`config.mk`:
```
export PLATFORM = sky130hd
export DESIGN_NAME = bus_arbiter_ctrl_flat
export DESIGN_NICKNAME = d
export VERILOG_FILES = /design/src/rtl/bus_arbiter_ctrl_if.sv /design/src/rtl/bus_arbiter_ctrl.sv /design/src/flat_wrapper.sv
export SDC_FILE = /design/constraint.sdc
export NUM_CORES = 1
export LEC_CHECK = 0
export CAP_MARGIN = 20
export CORE_MARGIN = 3
export CORE_UTILIZATION = 44
export DETAILED_ROUTE_END_ITERATION = 10
export DONT_BUFFER_PORTS = 1
export HOLD_SLACK_MARGIN = 0.03
export PLACE_DENSITY = 0.62
export RECOVER_POWER = 50
export SKIP_LAST_GASP = 1
export SLEW_MARGIN = 0
export SYNTH_ARGS = -nofsm -noshare
export SYNTH_HDL_FRONTEND = slang
export SYNTH_SLANG_ARGS = --single-unit
```
`constraint.sdc`:
```
create_clock -name clk -period 4.1 [get_ports clk]
set_input_delay 0.41 -clock clk [delete_from_list [all_inputs] [get_ports clk]]
set_output_delay 0.41 -clock clk [all_outputs]
set_load 0.01 [all_outputs]
```
`src/rtl/bus_arbiter_ctrl_if.sv`:
```
// Request/grant bundle between the serial-bus masters and the round-robin arbiter.
// master_mp is the requester side, slave_mp is the arbiter side.
interface bus_arbiter_ctrl_if #(
  parameter int NO_MASTERS = 3,
  parameter int NO_SLAVES  = 5,
  parameter int S_ID_WIDTH = $clog2(NO_SLAVES + 1),
  parameter int M_ID_WIDTH = $clog2(NO_MASTERS)
);
  logic [S_ID_WIDTH-1:0] slave_id [NO_MASTERS];
  logic [NO_MASTERS-1:0] done;
  logic [NO_MASTERS-1:0] grant;
  logic [M_ID_WIDTH-1:0] master;
  logic [S_ID_WIDTH-1:0] slave;
  logic                  bus_busy;
  logic                  timeout;

  modport master_mp (
    output slave_id, done,
    input  grant, master, slave, bus_busy, timeout
  );

  modport slave_mp (
    input  slave_id, done,
    output grant, master, slave, bus_busy, timeout
  );
endinterface

```
`src/rtl/bus_arbiter_ctrl.sv`:
```
// Round-robin serial-bus arbiter: grants one master at a time, holds until done,
// request drop or timeout, then inserts a release cycle before re-arbitrating.
module bus_arbiter_ctrl #(
  parameter int NO_MASTERS     = 3,
  parameter int NO_SLAVES      = 5,
  parameter int S_ID_WIDTH     = $clog2(NO_SLAVES + 1),
  parameter int M_ID_WIDTH     = $clog2(NO_MASTERS),
  parameter int TIMEOUT_CYCLES = 256,
  parameter int CNT_WIDTH      = $clog2(TIMEOUT_CYCLES + 1)
) (
  input  logic                 clk,
  input  logic                 rstN,
  bus_arbiter_ctrl_if.slave_mp bus
);
  localparam int unsigned NM = NO_MASTERS;
  localparam int          CW = (CNT_WIDTH < 1) ? 1 : CNT_WIDTH;
  localparam logic [CW-1:0] CNT_LAST = CW'((TIMEOUT_CYCLES == 0) ? 0 : TIMEOUT_CYCLES - 1);
  localparam logic [CW-1:0] CNT_MAX  = '1;
  localparam logic [M_ID_WIDTH-1:0] LAST_M = M_ID_WIDTH'(NO_MASTERS - 1);

  typedef enum logic [1:0] {S_IDLE, S_BUSY, S_RELEASE} state_t;

  state_t                 state_q, state_d;
  logic [NO_MASTERS-1:0]  grant_q, grant_d;
  logic [M_ID_WIDTH-1:0]  master_q, master_d;
  logic [S_ID_WIDTH-1:0]  slave_q, slave_d;
  logic                   busy_q, busy_d;
  logic                   timeout_q, timeout_d;
  logic [CW-1:0]          count_q, count_d;
  logic [M_ID_WIDTH-1:0]  rr_q, rr_d;

  logic                   found;
  logic [M_ID_WIDTH-1:0]  winner;
  logic [M_ID_WIDTH-1:0]  idx;
  logic                   rel;
  logic                   to_hit;

  // First requester at or after rr_q, wrapping around the master list.
  always_comb begin
    found  = 1'b0;
    winner = '0;
    idx    = '0;
    for (int unsigned k = 0; k < NM; k++) begin
      idx = M_ID_WIDTH'((32'(rr_q) + k) % NM);
      if (!found && bus.slave_id[idx] != '0) begin
        found  = 1'b1;
        winner = idx;
      end
    end
  end

  assign rel    = bus.done[master_q] || (bus.slave_id[master_q] == '0);
  assign to_hit = (TIMEOUT_CYCLES != 0) && (count_q == CNT_LAST);

  always_ff @(posedge clk) begin
    if (!rstN) begin
      state_q   <= S_IDLE;
      grant_q   <= '0;
      master_q  <= '0;
      slave_q   <= '0;
      busy_q    <= 1'b0;
      timeout_q <= 1'b0;
      count_q   <= '0;
      rr_q      <= '0;
    end else begin
      state_q   <= state_d;
      grant_q   <= grant_d;
      master_q  <= master_d;
      slave_q   <= slave_d;
      busy_q    <= busy_d;
      timeout_q <= timeout_d;
      count_q   <= count_d;
      rr_q      <= rr_d;
    end
  end

  always_comb begin
    state_d = state_q;
    unique case (state_q)
      S_IDLE:    if (found) state_d = S_BUSY;
      S_BUSY:    if (rel || to_hit) state_d = S_RELEASE;
      S_RELEASE: state_d = S_IDLE;
      default:   state_d = S_IDLE;
    endcase
  end

  // Release takes priority over timeout, so the pulse only fires on a forced revoke.
  always_comb begin
    grant_d   = grant_q;
    master_d  = master_q;
    slave_d   = slave_q;
    busy_d    = busy_q;
    timeout_d = 1'b0;
    count_d   = count_q;
    rr_d      = rr_q;
    unique case (state_q)
      S_IDLE: begin
        if (found) begin
          grant_d         = '0;
          grant_d[winner] = 1'b1;
          master_d        = winner;
          slave_d         = bus.slave_id[winner];
          busy_d          = 1'b1;
          count_d         = '0;
        end
      end
      S_BUSY: begin
        count_d = (count_q == CNT_MAX) ? count_q : count_q + 1'b1;
        if (rel || to_hit) begin
          grant_d   = '0;
          slave_d   = '0;
          busy_d    = 1'b0;
          timeout_d = !rel;
          rr_d      = (master_q == LAST_M) ? '0 : master_q + 1'b1;
        end
      end
      default: ;
    endcase
  end

  assign bus.grant    = grant_q;
  assign bus.master   = master_q;
  assign bus.slave    = slave_q;
  assign bus.bus_busy = busy_q;
  assign bus.timeout  = timeout_q;
endmodule
```
`src/flat_wrapper.sv`:
```
// flat-port wrapper written by rule: the top's interface ports become plain ports
module bus_arbiter_ctrl_flat 
#(
  parameter int NO_MASTERS     = 3,
  parameter int NO_SLAVES      = 5,
  parameter int S_ID_WIDTH     = $clog2(NO_SLAVES + 1),
  parameter int M_ID_WIDTH     = $clog2(NO_MASTERS),
  parameter int TIMEOUT_CYCLES = 256,
  parameter int CNT_WIDTH      = $clog2(TIMEOUT_CYCLES + 1)
)
  (clk, rstN, bus_slave_id, bus_done, bus_grant, bus_master, bus_slave, bus_bus_busy, bus_timeout);
  bus_arbiter_ctrl_if #(.NO_MASTERS(NO_MASTERS), .NO_SLAVES(NO_SLAVES), .S_ID_WIDTH(S_ID_WIDTH), .M_ID_WIDTH(M_ID_WIDTH)) bus_i ();
  input  logic clk;
  input  logic rstN;
  input wire logic [$bits(bus_i.slave_id)-1:0] bus_slave_id;
  input wire logic [$bits(bus_i.done)-1:0] bus_done;
  output wire logic [$bits(bus_i.grant)-1:0] bus_grant;
  output wire logic [$bits(bus_i.master)-1:0] bus_master;
  output wire logic [$bits(bus_i.slave)-1:0] bus_slave;
  output wire logic [$bits(bus_i.bus_busy)-1:0] bus_bus_busy;
  output wire logic [$bits(bus_i.timeout)-1:0] bus_timeout;
  assign bus_i.slave_id = {>>{bus_slave_id}};
  assign bus_i.done = bus_done;
  assign bus_grant = bus_i.grant;
  assign bus_master = bus_i.master;
  assign bus_slave = bus_i.slave;
  assign bus_bus_busy = bus_i.bus_busy;
  assign bus_timeout = bus_i.timeout;
  bus_arbiter_ctrl #(.NO_MASTERS(NO_MASTERS), .NO_SLAVES(NO_SLAVES), .S_ID_WIDTH(S_ID_WIDTH), .M_ID_WIDTH(M_ID_WIDTH), .TIMEOUT_CYCLES(TIMEOUT_CYCLES), .CNT_WIDTH(CNT_WIDTH)) u_core (.clk(clk), .rstN(rstN), .bus(bus_i));
endmodule
```
Yosys cells after proc, flatten, opt, wreduce, memory -nomap -nowiden
Cells that the tools add are included.
{ "classes": {"add_sub_neg": 4, "div_mod_pow": 3, "n_lt_le_gt_ge": 8, "eq_ne": 7, "muxes": 40, "bitwise": 5, "reduce_logical": 20} }
{ "ops": {"columns": ["op", "n"], "rows": [
  ["$mod 32x2->32 const B", 2],
  ["$mux 3", 13],
  ["$mod 2x2->32 const B", 1],
  ["$bmux 3 s2", 5],
  ["$mux 9", 2],
  ["$pmux 9 s2", 1],
  ["$ge 3x3->1 const B", 5],
  ["$not 2->3", 5],
  ["$mux 2", 6],
  ["$pmux 3 s2", 2],
  ["$add 9x1->9 const B", 1],
  ["$eq 9x8->1 const B", 1],
  ["$eq 9x9->1 const B", 1],
  ["$reduce_and 3->1", 3],
  ["$reduce_bool 3->1", 3],
  ["$mux 1", 7],
  ["$lt 2x3->1 const B", 2],
  ["$reduce_and 2->1", 3],
  ["$ne 2x1->1 const B", 2],
  ["$pmux 2 s2", 1],
  ["$add 2x1->3 const B", 1],
  ["$add 2x2->3 const B", 1],
  ["$logic_and 1x1->1", 3],
  ["$logic_not 1->1", 3],
  ["other kinds (12)", 13]
]} }
{ "totals": {"register_bits": 23, "elab_cells": 95} }

Longest topological paths before layout
Gate-level depths: netlist (run 1).
{ "depth": {"word_depth": 19, "ltp_mapped": 10, "ltp_nobuf": 8} }

Least setup slack after synthesis (run 1)
OpenSTA, ideal clock, no wires.
{ "synth_timing": {"kind": "flip-flop to flip-flop", "start": "reg u_core.rr_q[1]", "end": "reg u_core.grant_q[0] (netlist: u_core.bus.grant[0])", "setup_time_ns": 0.061, "t_arrival_ns": 2.164, "t_required_ns": 4.039, "path_slack_ns": 1.875, "path_stages_with_launch": 9, "synth_period_minus_slack_ns": 2.225, "cell_sequence": "dfxtp_1 -> inv_1 -> ha_1 -> nor4_4 -> a211oi_2 -> or3_1 -> or4_4 -> a21oi_2 -> a32o_1"} }
{ "synth_between": {"elab_chain_cells": 19, "word_cells_on_any_way": 39, "classes_between": "add/sub (2); div (3); order compare (2); eq/ne (1); mux (19); bitwise (3); reduce/logical (9)"} }
{ "synth_lines": {"columns": ["item", "line", "text"], "rows": [
  ["from (decl)", "bus_arbiter_ctrl.sv:30", "logic [M_ID_WIDTH-1:0] rr_q, rr_d;"],
  ["from (signal assigned)", "bus_arbiter_ctrl.sv:73", "rr_q <= rr_d;"],
  ["branches (longest 19 deep; another with $mod 32x2->32)", null, null],
  ["to (signal assigned)", "bus_arbiter_ctrl.sv:67", "grant_q <= grant_d;"],
  ["to (decl)", "bus_arbiter_ctrl.sv:24", "logic [NO_MASTERS-1:0] grant_q, grant_d;"]
]} }
Several ways; the timed one is not identified. The select of a mux whose other input is x is not followed.
A chain may end at the register's enable or synchronous reset.

Worst setup path after layout (run 1)
{ "layout_timing": {"start": "reg u_core.rr_q[0]", "end": "reg u_core.grant_q[2] (netlist: u_core.bus.grant[2])"} }
The elaborated chain is that of the path after synthesis.

==> results.md, run 1 <==
* Outcome: finished, final reports clean
* First-pass detailed-route iteration total at 4
* Antenna violations before repair at 0
* Synth cell types at 51
* Global-route wire length before repair at 5.064 mm
* Overflow after GRT at 0
* CP dominant cell by count: a211oi_1
* Post-CTS setup buffer count at 0
* CP startpoint kind: register
* Vias per inst at 5.881
* Worst EP arrival at 2.98 ns
* Power per cell area at 330.5 nW/um^2
* Ranking of synthesized cells by area: dfxtp_1 (33%), ha_1 (6.2%), nor2_1 (4.8%)
* Die Height at 62.74 um
* RSZ-0062 raised after global routing: no
* Max-slew violations at 0
* Switching Share at 0.3209
* Setup_tns at 0 ns
* Setup ws final at 1.365 ns
* P_int at 329.7 uW
* Syn avg cell area at 8.797 um^2
* PostCTS Resize Cnt at 0
* DR DRC count at 0
* EDFF count, synth at 0
* CTS Buf Count at 3
* Die Width at 62.74 um
* Clk root buf: clkbuf_4
* H-tree levels at 1
* Final RePlAce weighted congestion at 0.8093
* Most used flip-flop cell after synthesis: dfxtp_1
* Yosys top cell by area: dfxtp_1
* Most frequent cells after synthesis: dfxtp_1 (23), nor2_1 (18), nand2_1 (12)
* Place WS at 1.555 ns
* Design area at 1469 um^2
* Crit-path max cell delay at 0.52 ns
* CTS tree: done
* Placed insts at 198
* Fin crit period at 2.735 ns
* Final ANT Viol Nets at 0
* Clock network fraction of total power at 0.213
* Post-synth top area share at 0.3251
* # port buffers at 0
* Initial core utilization at 0.4884
* Register area share after synthesis at 0.3251
* Vias at 1188
* Fin Clk Skew at 0.009434 ns
* Leakage at 0.4955 nW
* Vias in the first global route at 1066
* Worst skew pair latency at 0.31 ns
* Worst Path Max Fanout at 13
* DP Wirelength at 2.340 mm
* Iteration-0 DRC count of the detailed router at 94
* VDD IR-drop max at 0.2319 mV
* Part of the power in combinational logic at 0.254
* Area grow syn2layout at 3.710%
* Dpl cell area at 1445 um^2
* Post-Route WL at 3.036 mm
* Worst Setup Path Type: reg2reg
* Worst-case clock buffer depth at 2
* WL per Instance at 15.03 um
* CTS sink cnt at 23
* Crit path cell chain: inv_1 > ha_1 > nor4_1 > a211oi_1 > nor3_1 > a211oi_1 > clkbuf_1 > or3b_2 > a21boi_0
* Core Area at 2900 um^2
* Worst-margin pin slew at 0.7433 ns
* Site Rows at 19
* Area of the mapped netlist at 1416 um^2
* Max Cap Viol at 0
* Total power at 485.4 uW
* Worst hold path class: in2reg
* Largest net degree at the start of global routing at 18
* Final Hold Viols at 0
* Setup Viol. Count Final at 0
* Most frequent cell after synthesis: dfxtp_1
* Post-Layout Cell Count at 202
* Die area at 3936 um^2
* Sequential share of power at 0.532
* Crit. End Element: register
* Clock transition at the registers of the reported paths at 0.13 ns
* Worst slew margin at 0.5006
* Share of cells above drive strength 1 at 0.1188
* Ports at 24
* Ratio of final minimum period to clock period at 0.6672
* Net Sw Power at 155.8 uW
* Critical Path RT at 4.34 ns
* Ys async rst share at 0
* Synth Warn # at 0
* Syn_nets at 182
* Ant diodes at 0
* GRT Total Usage at 0.1577
* Hold buffers post-CTS at 0
* Synth Register Bits at 23
* Slowest stage cell, crit path: or3b_2
* Nets at 182
* Max Fclk at 365.6 MHz
* Synth Instances at 161
[worst max-delay path, delay by kind of cell, from the launching register on]
family                     cells  cell delay (ns)
adders and majority gates      1             0.33
buffers and inverters          2             0.37
and+or+nand+nor                3             1.16
DFF                            1             0.41
AOI/OAI and AO/OA              3             0.40
[state kept, by name (all words and copies together) (netlist names)]
signal / cells
u_core.bus.master: 2
u_core.bus.slave: 3
u_core.bus.bus_busy: 1
u_core.rr_q: 2
u_core.state_q: 2
u_core.bus.timeout: 1
u_core.bus.grant: 3
u_core.count_q: 9
[routing by layer]
metal | vias up | GRT usage | wire (um)
met5 | - | 0 | 0
met4 | 0 | 0.06612 | 48
met3 | 5 | 0.03058 | 163
met2 | 28 | 0.2344 | 1361
met1 | 559 | 0.2211 | 1464
li1 | 596 | - | -
[worst paths after layout]
check,from,end,slack (ns),cells after the start
max,u_core.rr_q[0],u_core.bus.grant[2],1.36,9
min,rstN,u_core.bus.bus_busy,0.20,1
max reg2reg,u_core.rr_q[0],u_core.bus.grant[2],1.36,9
min reg2reg,u_core.count_q[5],u_core.count_q[5],0.50,2
[cell type report]
type	count	area [um^2]
Multi-Input combinational cell	129	913.4
Clock inverter	1	5.005
Sequential cell	23	460.4
Clock buffer	3	22.52
Fill cell	296	1431
Tap cell	42	52.55
Timing Repair Buffer	1	3.754
Inverter	3	11.26
[cells by family (layout without fill, tap and decap cells)]
| kind of cell | after synthesis | after routing | synth area share |
|---|---|---|---|
| mux | 6 | 6 | 0.04593 |
| simple gates | 70 | 70 | 0.2827 |
| flops | 23 | 23 | 0.3251 |
| buf+inv | 9 | 8 | 0.03003 |
| fa+ha+maj | 7 | 7 | 0.06183 |
| compound gates | 41 | 41 | 0.2235 |
| xor+xnor | 5 | 5 | 0.03092 |
[power by group through the flow]
stage	Sequential, mW	Combinational, mW	Clock, mW
after floorplan	0.260	0.105	0
after global placement	0.263	0.123	0
after detailed placement	0.264	0.124	0
after CTS	0.259	0.125	0.109
after global routing	0.261	0.137	0.116
final	0.258	0.124	0.104
[cells in the final DEF (no fill, tap or decap), types with 4 or more instances in the layout]
| cell type | instances |
|---|---|
| and2_1 | 4 |
| nor2_1 | 18 |
| nor3_1 | 5 |
| nand2b_1 | 7 |
| o2bb2ai_1 | 4 |
| dfxtp_1 | 23 |
| or3_1 | 4 |
| xor2_1 | 4 |
| mux2_2 | 4 |
| o21ai_0 | 4 |
| ha_1 | 7 |
| nand2_1 | 12 |
[per-stage QoR]
step | hold slack, ns | util
floorplan | 0.4539 | -
global placement | 0.4702 | 0.4983
detailed placement | 0.4866 | 0.4983
CTS | 0.1897 | 0.5078
global route | 0.1840 | 0.5065
finish | 0.1984 | 0.5065
No activity file was read; power rests on OpenSTA's default activity.
==> inputs of run 2 (changes only) <==
Settings changed: PLACE_DENSITY 0.62 to 0.64.
Clock period 4.1 ns to 2.3 ns, I/O delays scaled along.
==> run 2 against run 1 <==
Net effect: critical path depth shrank 1; utilization increased by 6.8 points; register-to-register slack worse by 1.3 ns; routed wire length grew 5.7%; final cell count up 6.9%; first-iteration DRC count fell by 24%; clock-buffer cell count unchanged; sequential power rose by 79%; largest cell class unchanged; largest power group unchanged.
==> results.md, run 2 (synthesis gave the netlist of run 1 again) <==
* Min Hold Slack at 0.06841 ns
* Antenna violations before repair at 0
* Worst slew margin at 0.5204
* RSZ-0062 raised after global routing: yes
* Worst-case clock buffer depth at 2
* # port buffers at 0
* Vias in the first global route at 1201
* First-pass detailed-route iteration total at 4
* Register bank with the most flops: u_core.count_q
* Crit path from: u_core.rr_q[1]
* Final ANT Viol Nets at 0
* Ratio of final minimum period to clock period at 0.9601
* Setup_tns at 0 ns
* Slowest stage cell, crit path: or4_4
* WL per Instance at 14.86 um
* Max Fclk at 452.8 MHz
* Crit-path max cell delay at 0.43 ns
* VDD IR-drop max at 0.3592 mV
* Ports at 24
* Final Hold Viols at 0
* Iteration-0 DRC count of the detailed router at 71
* Die Width at 62.74 um
* Leakage at 0.5818 nW
* Overflow after GRT at 0
* Worst hold path class: in2reg
* Power per cell area at 555.6 nW/um^2
* Worst skew pair latency at 0.31 ns
* Critical Path Sink: u_core.bus.grant[0]
* Worst Setup Path Type: reg2reg
* Worst EP arrival at 2.46 ns
* Commonest non-fill, non-tap cell in the layout: dfxtp_1
* H-tree levels at 1
* Die area at 3936 um^2
* R2R depth at 8
* Crit path cell chain: inv_2 > ha_4 > nor4_4 > a211oi_2 > or3_4 > or4_4 > a21oi_2 > a32o_1
* Worst Path Max Fanout at 3
* CP Buf/Inv Count at 1
* Global-route wire length before repair at 5.299 mm
* Placed insts at 209
* Crit. End Element: register
* Reg2reg start: u_core.rr_q[1]
* Max-slew violations at 0
* Max Cap Viol at 0
* Critical path depth at 8
* Post-Layout Cell Count at 216
* Top delay family on crit path: simple AND/OR/NAND/NOR gates
* Share of cells above drive strength 1 at 0.2759
* Initial core utilization at 0.4884
* DP Wirelength at 2.416 mm
* Nets at 196
* Clock transition at the registers of the reported paths at 0.13 ns
* Worst-margin pin slew at 0.7140 ns
* Most frequent cells in the layout: dfxtp_1 (21), nor2_1 (17), buf_4 (14), nand2_1 (12)
* DR DRC count at 0
* Final RePlAce weighted congestion at 0.7695
* CP startpoint kind: register
* Vias per inst at 5.759
* Critical Path RT at 2.55 ns
* Vias at 1244
* Clk root buf: clkbuf_4
* CTS Buf Count at 3
* Total power at 925.9 uW
* CTS tree: done
* Flop2flop setup slack at 0.09 ns
* Ant diodes at 0
* Site Rows at 19
* FF-to-FF End: u_core.bus.grant[0]
* CTS sink cnt at 23
* Fin crit period at 2.208 ns
* Max reg flops at 9
* Largest net degree at the start of global routing at 18
* Core Area at 2900 um^2
* Outcome: finished, final reports clean
* Post-Route WL at 3.209 mm
* Setup Viol. Count Final at 0
* Die Height at 62.74 um
* Area grow syn2layout at 17.67%
* Fin Clk Skew at 0.01200 ns
* GRT Total Usage at 0.1636
-- run 2: stage by stage --
stage | instance area (um^2) | util | setup slack [ns]
final | 1667 | 0.5746 | 0.09175
after global routing | 1667 | 0.5746 | -0.04202
after CTS | 1567 | 0.5401 | -0.01986
after detailed placement | 1528 | 0.5267 | -0.06659
after floorplan | 1416 | - | 0.07493
after global placement | 1528 | 0.5267 | 0.02064
-- run 2: layout make-up --
class | instances | area, um^2
Inverter | 3 | 11.26
Tap cell | 42 | 52.55
Sequential cell | 23 | 462.9
Fill cell | 283 | 1234
Clock inverter | 1 | 5.005
Clock buffer | 3 | 22.52
Multi-Input combinational cell | 129 | 997.2
Timing Repair Buffer | 15 | 115.1
-- run 2: where the power goes --
group	leakage (nW)	internal [mW]	switching [mW]	total, mW
clock	0.0177	0.0649	0.116	0.181
sequential	0.188	0.428	0.0345	0.463
combinational	0.376	0.137	0.145	0.282
-- run 2: worst min path at each step --
stage                               start                   end  slack [ns]  cells after the start
after floorplan           bus_slave_id[0]   u_core.bus.slave[0]        0.44                      2
after global placement               rstN     u_core.state_q[0]        0.35                      1
after detailed placement             rstN     u_core.state_q[0]        0.35                      1
after CTS                            rstN   u_core.bus.bus_busy        0.02                      1
after global routing                 rstN  u_core.bus.master[1]        0.06                      1
final                                rstN  u_core.bus.master[1]        0.07                      1
-- run 2: timing repair --
item	CTS	global route
gates resized for setup	3	17
pin swaps	1	9
endpoints found under the setup margin	4	12
hold endpoints to repair	4	6
setup buffers	0	2
-- run 2: per-layer routing --
layer,wire [um],track usage,vias up
met5,0,0,-
met1,1475,0.2064,592
met3,146,0.03058,4
li1,-,-,624
met2,1547,0.2756,24
met4,40,0.06061,0
==> inputs of run 3 (changes only) <==
Settings changed: REMOVE_ABC_BUFFERS from default to 1.
==> run 3 against run 2 <==
Net effect: clock-buffer cell count unchanged; fmax down 0.21%; global-route usage about the same; first-iteration DRC count down 38%; largest cell class unchanged.
==> results.md, run 3 (synthesis gave the netlist of run 1 again) <==
* Outcome: finished, final reports clean
* GRT Total Usage at 0.1634
* RSZ-0062 raised after global routing: yes
* Slowest stage cell, crit path: or4_4
* Area occupied by multi-input gates at 942.2 um^2
* Commonest non-fill, non-tap cell in the layout: dfxtp_1
* DR DRC count at 0
* Site Rows at 19
* Vias at 1273
* Vias per inst at 5.813
* Post-Route WL at 3.176 mm
* Worst slew margin at 0.7072
* Worst-margin pin slew at 0.4366 ns
* Leakage at 0.5780 nW
* Setup Viol. Count Final at 0
* Power per cell area at 565.6 nW/um^2
* Fin crit period at 2.213 ns
* Worst EP arrival at 2.49 ns
* Worst skew pair latency at 0.32 ns
* Ant diodes at 0
* Clk root buf: clkbuf_4
* CTS Buf Count at 3
* Ports at 24
* Overflow after GRT at 0
* Antenna violations before repair at 0
* Setup ws final at 0.08718 ns
* Die Height at 62.74 um
* Worst Path Max Fanout at 9
* Critical Path RT at 2.57 ns
* Register bank with the most flops: u_core.count_q
* Initial core utilization at 0.4884
* VDD IR-drop max at 0.4072 mV
* Worst hold path class: in2reg
* Nets at 199
* # port buffers at 0
* CTS sink cnt at 23
* Share of cells above drive strength 1 at 0.2429
* Max-slew violations at 0
* Clock transition at the registers of the reported paths at 0.13 ns
* Max Cap Viol at 0
* Final ANT Viol Nets at 0
* Core Area at 2900 um^2
* CP startpoint kind: register
* Filler instances at 287
* Vias in the first global route at 1177
* Max reg flops at 9
* Final Util at 0.5630
* Crit path cell chain: buf_4 > ha_2 > a211oi_1 > or3_1 > or4_4 > a21oi_2 > a32o_1
* Area grow syn2layout at 15.28%
* Largest net degree at the start of global routing at 15
* FF+latch area at 462.9 um^2
* Final RePlAce weighted congestion at 0.9262
* Fin Clk Skew at 0.004637 ns
* Max Fclk at 451.9 MHz
* Die Width at 62.74 um
* First-pass detailed-route iteration total at 4
* DP Wirelength at 2.364 mm
* Die area at 3936 um^2
* H-tree levels at 1
* CTS tree: done
* Final Hold Viols at 0
* Place WS at -0.07728 ns
* Crit-path max cell delay at 0.53 ns
* Iteration-0 DRC count of the detailed router at 44
* Ratio of final minimum period to clock period at 0.9621
* Global-route wire length before repair at 5.285 mm
* Crit. End Element: register
* WL per Instance at 14.50 um
* Min Hold Slack at 0.04467 ns
* Most frequent cells in the layout: dfxtp_1 (21), nor2_1 (18), buf_4 (15), nand2_1 (12), nand2b_1 (7)
* Worst-case clock buffer depth at 2
* Worst Setup Path Type: reg2reg
==> run 3: critical path, delay by kind of cell (launching register included) <==
family | cells | cell delay [ns]
and+or+nand+nor | 2 | 0.88
DFF | 1 | 0.34
buffers and inverters | 1 | 0.13
adders and majority gates | 1 | 0.40
AOI/OAI and AO/OA | 3 | 0.41
==> run 3: stage by stage <==
stage               power (mW)    TNS, ns  instances  instance area [um^2]
CTS                     0.9150          0        218                  1605
global route            0.9894  -0.004754        219                  1633
finish                  0.9235          0        219                  1633
global placement        0.7127   -0.02954        213                  1558
floorplan               0.6414    -0.6956        155                  1385
detailed placement      0.7192   -0.07728        213                  1558
==> run 3: path summary, 6_finish.rpt <==
path | startpoint | end | slack [ns] | cells after the start
hold reg to reg | u_core.count_q[5] | u_core.count_q[5] | 0.50 | 2
setup / recovery | u_core.rr_q[1] | u_core.bus.grant[0] | 0.09 | 7
hold / removal | rstN | u_core.bus.master[1] | 0.04 | 1
setup reg to reg | u_core.rr_q[1] | u_core.bus.grant[0] | 0.09 | 7
==> run 3: final cells by class <==
type | count | area share
inverter | 3 | 0.006897
clock buffer | 3 | 0.01379
timing repair buffer | 18 | 0.08352
clock inverter | 1 | 0.003065
tap | 42 | 0.03218
multi-input combinational | 129 | 0.5770
sequential | 23 | 0.2835
==> run 3: power breakdown <==
part | switching (mW) | internal, mW | total, mW
clock network | 0.129 | 0.0653 | 0.194
registers | 0.0343 | 0.428 | 0.462
logic | 0.139 | 0.129 | 0.267
total | 0.301 | 0.622 | 0.924
==> run 3: layer usage <==
metal	part of all wire	global-route usage	vias to the layer above
li1	-	-	627
met1	0.45	0.2035	605
met2	0.46	0.2690	36
met3	0.072	0.05576	5
met4	0.017	0.04132	0
met5	0	0	-
==> run 3: what timing repair did <==
| item | in CTS | in global routing |
|---|---|---|
| gates resized for setup | 2 | 6 |
| gates cloned | 0 | 0 |
| setup buffers | 0 | 0 |
| setup endpoints to repair | 2 | 12 |
| pin swaps | 2 | 1 |
| endpoints found under the hold margin | 4 | 4 |
| hold buffers | 1 | 1 |
